File: config.mk
export PLATFORM = sky130hd
export DESIGN_NAME = fuzzifier_engine
export DESIGN_NICKNAME = d
export VERILOG_FILES = /design/src/rtl/fuzzy_pkg.sv /design/src/rtl/fuzzy_tri_degree.sv /design/src/rtl/fuzzifier_engine.sv
export SDC_FILE = /design/constraint.sdc
export NUM_CORES = 1
export LEC_CHECK = 0
export CAP_MARGIN = 20
export CORE_ASPECT_RATIO = 0.5
export CORE_UTILIZATION = 35
export CTS_BUF_LIST = sky130_fd_sc_hd__clkbuf_8
export DETAILED_ROUTE_END_ITERATION = 6
export GPL_ROUTABILITY_DRIVEN = 0
export PLACE_DENSITY = 0.54
export SLEW_MARGIN = 40
export SYNTH_ARGS = -nofsm -noshare
export SYNTH_HDL_FRONTEND = slang
export SYNTH_HIERARCHICAL = 1
export SYNTH_SLANG_ARGS = --single-unit
File: constraint.sdc
create_clock -name Clock -period 13.5 [get_ports Clock]
set_clock_uncertainty 0.05 [all_clocks]
set_input_delay 2.025 -clock Clock [delete_from_list [all_inputs] [get_ports Clock]]
set_output_delay 2.025 -clock Clock [all_outputs]
set_load 0.01 [all_outputs]
File: src/rtl/fuzzy_pkg.sv
// rtl/fuzzy_pkg.sv - shared FSM encoding, default widths and triangular degree function
package fuzzy_pkg;

    localparam logic [1:0] ST_IDLE = 2'd0;
    localparam logic [1:0] ST_EVAL = 2'd1;
    localparam logic [1:0] ST_DONE = 2'd2;

    localparam int FUZZY_WIDTH   = 3;
    localparam int NO_OF_MEMBERS = 7;
    localparam int FMAX          = (1 << FUZZY_WIDTH) - 1;
    localparam int IDXW          = $clog2(NO_OF_MEMBERS);

    // Wide integer arithmetic so the same function serves any instance width.
    function automatic int unsigned tri_degree(input int d, input int unsigned slope,
                                               input int unsigned shift, input int unsigned fmax);
        int unsigned a;
        int unsigned p;
        a = (d < 0) ? unsigned'(-d) : unsigned'(d);
        p = (a * slope) >> shift;
        return (p >= fmax) ? 32'd0 : fmax - p;
    endfunction

endpackage

File: src/rtl/fuzzy_tri_degree.sv
// rtl/fuzzy_tri_degree.sv - combinational degree of one triangular member, with shoulder override
module fuzzy_tri_degree
    import fuzzy_pkg::*;
#(
    parameter int pDataWidth  = 4,
    parameter int pFuzzyWidth = 3,
    parameter int pSlopeWidth = 4,
    parameter int pSlopeShift = 1,
    parameter int pShoulders  = 1
) (
    input  logic signed [pDataWidth-1:0]  data,
    input  logic signed [pDataWidth-1:0]  center,
    input  logic        [pSlopeWidth-1:0] slope,
    input  logic                          is_first,
    input  logic                          is_last,
    output logic        [pFuzzyWidth-1:0] degree
);

    localparam int unsigned DEG_MAX = (32'd1 << pFuzzyWidth) - 32'd1;

    logic signed [pDataWidth:0] d;
    logic        [31:0]         raw;
    logic                       d_neg;
    logic                       d_zero;

    assign d      = {data[pDataWidth-1], data} - {center[pDataWidth-1], center};
    assign d_neg  = d[pDataWidth];
    assign d_zero = (d == '0);

    always_comb begin
        raw    = tri_degree(int'(d), 32'(slope), pSlopeShift, DEG_MAX);
        degree = raw[pFuzzyWidth-1:0];
        if (pShoulders != 0 && ((is_first && (d_neg || d_zero)) || (is_last && !d_neg)))
            degree = DEG_MAX[pFuzzyWidth-1:0];
    end

endmodule

File: src/rtl/fuzzifier_engine.sv
// rtl/fuzzifier_engine.sv - sequential fuzzifier, one member per cycle with running argmax
module fuzzifier_engine
    import fuzzy_pkg::*;
#(
    parameter int pDataWidth   = 4,
    parameter int pFuzzyWidth  = 3,
    parameter int pNoOfMembers = 7,
    parameter int pSlopeWidth  = 4,
    parameter int pSlopeShift  = 1,
    parameter int pShoulders   = 1
) (
    input  logic                                  Clock,
    input  logic                                  Reset,
    input  logic                                  InValid,
    output logic                                  InReady,
    input  logic signed [pDataWidth-1:0]          Data,
    input  logic [pDataWidth*pNoOfMembers-1:0]    Centers,
    input  logic [pSlopeWidth*pNoOfMembers-1:0]   Slopes,
    output logic                                  ValidOut,
    output logic [pFuzzyWidth*pNoOfMembers-1:0]   FuzzyData,
    output logic [$clog2(pNoOfMembers)-1:0]       DominantIdx
);

    localparam int IDX_W = $clog2(pNoOfMembers);
    localparam logic [IDX_W-1:0] LAST = IDX_W'(pNoOfMembers - 1);

    logic [1:0]                                state;
    logic [IDX_W-1:0]                          k;
    logic signed [pDataWidth-1:0]              data_q;
    logic [pDataWidth*pNoOfMembers-1:0]        centers_q;
    logic [pSlopeWidth*pNoOfMembers-1:0]       slopes_q;
    logic [pFuzzyWidth*pNoOfMembers-1:0]       work_q;
    logic [pFuzzyWidth-1:0]                    max_deg;
    logic [IDX_W-1:0]                          max_idx;
    logic [pFuzzyWidth-1:0]                    cur_deg;

    assign InReady = (state == ST_IDLE);

    fuzzy_tri_degree #(
        .pDataWidth  (pDataWidth),
        .pFuzzyWidth (pFuzzyWidth),
        .pSlopeWidth (pSlopeWidth),
        .pSlopeShift (pSlopeShift),
        .pShoulders  (pShoulders)
    ) u_tri (
        .data     (data_q),
        .center   (centers_q[k*pDataWidth +: pDataWidth]),
        .slope    (slopes_q[k*pSlopeWidth +: pSlopeWidth]),
        .is_first (k == '0),
        .is_last  (k == LAST),
        .degree   (cur_deg)
    );

    always_ff @(posedge Clock or negedge Reset) begin
        if (!Reset) begin
            state       <= ST_IDLE;
            k           <= '0;
            data_q      <= '0;
            centers_q   <= '0;
            slopes_q    <= '0;
            work_q      <= '0;
            max_deg     <= '0;
            max_idx     <= '0;
            ValidOut    <= 1'b0;
            FuzzyData   <= '0;
            DominantIdx <= '0;
        end else begin
            ValidOut <= 1'b0;
            case (state)
                ST_IDLE: begin
                    if (InValid) begin
                        data_q    <= Data;
                        centers_q <= Centers;
                        slopes_q  <= Slopes;
                        k         <= '0;
                        state     <= ST_EVAL;
                    end
                end
                ST_EVAL: begin
                    work_q[k*pFuzzyWidth +: pFuzzyWidth] <= cur_deg;
                    // Member 0 seeds the max; later members win only on strictly greater.
                    if (k == '0 || cur_deg > max_deg) begin
                        max_deg <= cur_deg;
                        max_idx <= k;
                    end
                    if (k == LAST) state <= ST_DONE;
                    else           k     <= k + 1'b1;
                end
                ST_DONE: begin
                    FuzzyData   <= work_q;
                    DominantIdx <= max_idx;
                    ValidOut    <= 1'b1;
                    state       <= ST_IDLE;
                end
                default: state <= ST_IDLE;
            endcase
        end
    end

endmodule

==> impl.org <==
** STA
- Number of max-slew violations in the final report :: 0
- Setup repair after global routing left no endpoint under its margin.
- The hold violation count in the final report was 0.
- The routed design could run at a clock period as short as approximately 9 ns.
- Aggregate negative setup slack :: 0 ns
- Hold is met by 0.4286 ns.
- Normalized max-slew margin :: 0.4308
- Based on the critical path, the design can be clocked at up to roughly 110 MHz.
- Setup violations remaining at the end of the flow were counted as 0.
- Of the available clock period, the critical path in the final layout requires 0.6645.
- For the pin with the worst max-slew slack, the measured transition is approximately 0.85 ns.

** Worst setup path
- The number of cells on the worst reg-to-reg path is 29.
- In this run the critical register-to-register path is launched from k[0].
- Worst endpoint data arrival time :: roughly 9.2 ns
- Largest fanout on the critical path :: 12
- Setup slack on the worst reg-to-reg path comes out at around 4.5 ns.
- In this run the critical register-to-register path is captured at max_idx[1].
- Type of element launching the critical path :: flip-flop
- STA classifies the critical path endpoint as a flip-flop.
- The slowest stage of the critical path belongs to the cell sky130_fd_sc_hd__o31ai_2.
- Critical setup path kind :: reg -> reg
- CP required :: 13.76 ns
- On the worst path, the slowest cell contributes a delay of slightly below 0.8 ns.

** Global routing
- Entering global routing, the biggest net connects 62 pins.
- Overall fraction of global-route tracks in use :: 0.1689
- After global routing the overflow that remains totals 0.
- Vias in the first global route :: approximately 6700
- The first global-routing pass estimated around 34000 µm of wire.
- Number of antenna violations at the first check in global routing :: 0

** Synthesis
- FFs w/ async S/R, synth :: 1.000
- Among all flip-flop cells after synthesis, the most frequent one is sky130_fd_sc_hd__dfrtp_1.
- Post-synthesis sequential area ratio :: 0.3362
- Average size of a mapped cell :: approximately 11 µm²
- The cell area that synthesis handed to floorplanning was ~0.0087 mm².
- Of the post-synthesis cell area, the dominant cell type holds 0.3362.
- #FFs+latches synth :: around 120
- The most common cell in the synthesized netlist is sky130_fd_sc_hd__dfrtp_1.
- Main area contributors after synthesis :: sky130_fd_sc_hd__dfrtp_1, sky130_fd_sc_hd__mux2_2, sky130_fd_sc_hd__fa_1
- Synth top cells by count :: sky130_fd_sc_hd__dfrtp_1, sky130_fd_sc_hd__mux2_2, sky130_fd_sc_hd__inv_1, sky130_fd_sc_hd__fa_1, sky130_fd_sc_hd__nor2_1
- Yosys mapped a number of flops with a built-in enable equal to 0.
- Counting every instance in the synthesized netlist gives 816.
- Number of distinct standard cells referenced by the synthesized netlist :: 86
- Syn. warnings :: 6
- Cell taking the most area after synthesis :: sky130_fd_sc_hd__dfrtp_1

** Clock network
- Clock-pin slew on the worst setup and hold paths :: 0.08 ns
- Hold repair after CTS inserted 0 buffers.
- Number of buffers inserted by post-CTS setup repair :: 0
- The clock drives roughly 120 sinks.
- Deepest clock path buffer count :: 2
- TritonCTS built the clock tree.
- Num CTS Buffers :: 17
- Count of cells resized by post-cts repair :: 0
- In this run the number of H-tree levels came out at 4.
- The tree is rooted in a sky130_fd_sc_hd__clkbuf_8.
- Clock latency on the worst-skew pair, taken at its later pin, is between 0.4 and 0.5 ns.

** Final layout
- The final layout contains 1116 nets.
- Area growth from synthesis to layout :: 22.04%
- Area occupied by multi-input gates :: around 0.0056 mm²
- Diodes inserted :: 0
- Share of final-layout standard cells stronger than drive strength 1 :: 0.1920
- After the flow finishes, the layout carries non-filler instances totaling 1315.
- Number of inserted filler cells in the final layout :: approximately 2400
- Registers take between 0.002 and 0.003 mm².
- Design area :: ~0.011 mm²

** Die
- Starting utilization of the core area :: 0.3596
- After floorplanning, the core was sized to cover 0.02422 mm².
- Number of rows in the core area :: 40
- From bottom edge to top edge, the die measures approximately 110 µm.
- Chip Width :: 225.1 µm
- Die Outline Area :: about 0.026 mm²
- Ports :: 89

** Detailed routing
- Final routed DRC violation total :: 0
- In this run the remaining antenna-violating nets after routing total 0.
- Summed over all layers, the routed wires come to about 21000 µm.
- Routed length per instance :: approximately 16 µm
- The first TritonRoute pass finished after 5 iterations.
- Starting DRT DRC Count :: a little over 400
- Per-cell via count in the routed design :: around 5.0
- Across all layers, the routed design uses between 6000 and 7000 vias.

** Hold path
- The path class of the tightest hold or removal check is reg -> reg.
- Endpoint of the worst hold path :: work_q[8]
- Hold path depth :: 2
- Start point of the worst hold path :: work_q[8]

** Placed design
- Count of input and output buffers :: between 80 and 90
- Once placement finished, the instance area stood at between 0.01 and 0.015 mm².
- Count of placed standard cells including taps :: between 1000 and 1500
- Post-DP HPWL :: around 16000 µm

** Status
- The run finished with clean final reports.

** Job
- Across the run, the number of max-cap violations was 0.
==> worst max-delay path: cells and delay by family (launching register included) <==
kind	cells	cell delay, ns
and+or+nand+nor	8	1.93
buffers and inverters	3	0.40
xor gates and xnor gates	2	0.43
adders and majority gates	6	2.21
AOI/OAI and AO/OA	10	3.27
DFF	1	0.56
==> layout make-up <==
| type | instances | area share |
|---|---|---|
| clock buffers | 22 | 0.02849 |
| well taps | 336 | 0.03955 |
| multi-input cells | 669 | 0.5303 |
| inverters | 65 | 0.02295 |
| repair buffers | 96 | 0.08982 |
| clock inverters | 10 | 0.01342 |
| flip-flops and latches | 117 | 0.2755 |
==> cell usage in the layout, fill, tap and decap left out, drive strengths merged, types with 22 or more instances in the layout <==
cell type      instances
dfrtp                117
mux2                 108
clkdlybuf4s50         87
conb                  73
inv                   66
fa                    47
nor2                  46
nand2                 45
ha                    40
a21oi                 37
nand3                 28
o21ai                 23
clkbuf                22
==> stage by stage <==
step                      setup WS, ns  utilization
after floorplan                  5.926            -
after global placement           4.799       0.4191
after detailed placement         4.763       0.4193
after CTS                        4.722       0.4377
after global routing             3.835       0.4388
final                            4.529       0.4388
==> metal layers <==
| layer | vias up | part of all wire | global-route usage |
|---|---|---|---|
| met1 | 3273 | 0.50 | 0.2423 |
| met3 | 24 | 0.031 | 0.02731 |
| met2 | 110 | 0.46 | 0.2634 |
| li1 | 3174 | - | - |
| met5 | - | 0 | 0 |
| met4 | 0 | 0.011 | 0.04853 |
==> how the worst max path moves through the flow <==
| stage | slack (ns) | endpoint | from |
|---|---|---|---|
| after floorplan | 5.93 | max_deg[0] | k[0] |
| after global placement | 4.80 | max_idx[0] | k[0] |
| after detailed placement | 4.76 | max_idx[1] | k[0] |
| after CTS | 4.72 | max_idx[1] | k[0] |
| after global routing | 3.83 | max_idx[1] | k[0] |
| final | 4.53 | max_idx[1] | k[0] |
==> flip-flops by register name, indices dropped and copies added, names as in the netlist <==
signal / cells
FuzzyData: 21
k: 3
state: 2
max_deg: 3
centers_q: 28
DominantIdx: 3
slopes_q: 28
max_idx: 3
work_q: 21
data_q: 4
ValidOut: 1
==> cells by family after synthesis <==
logic type / Yosys count / synth area share
buffers and inverters: 101 / 0.04827
and+or+nand+nor: 222 / 0.1376
AOI/OAI and AO/OA: 145 / 0.1205
other: 2 / 0.0008623
DFF: 117 / 0.3362
muxes: 120 / 0.1662
xor gates and xnor gates: 21 / 0.02370
adders and majority gates: 88 / 0.1666
Power is left out: the tool's default activity adds up to more than one toggle a clock period on the data nets, which glitch-free logic cannot reach.
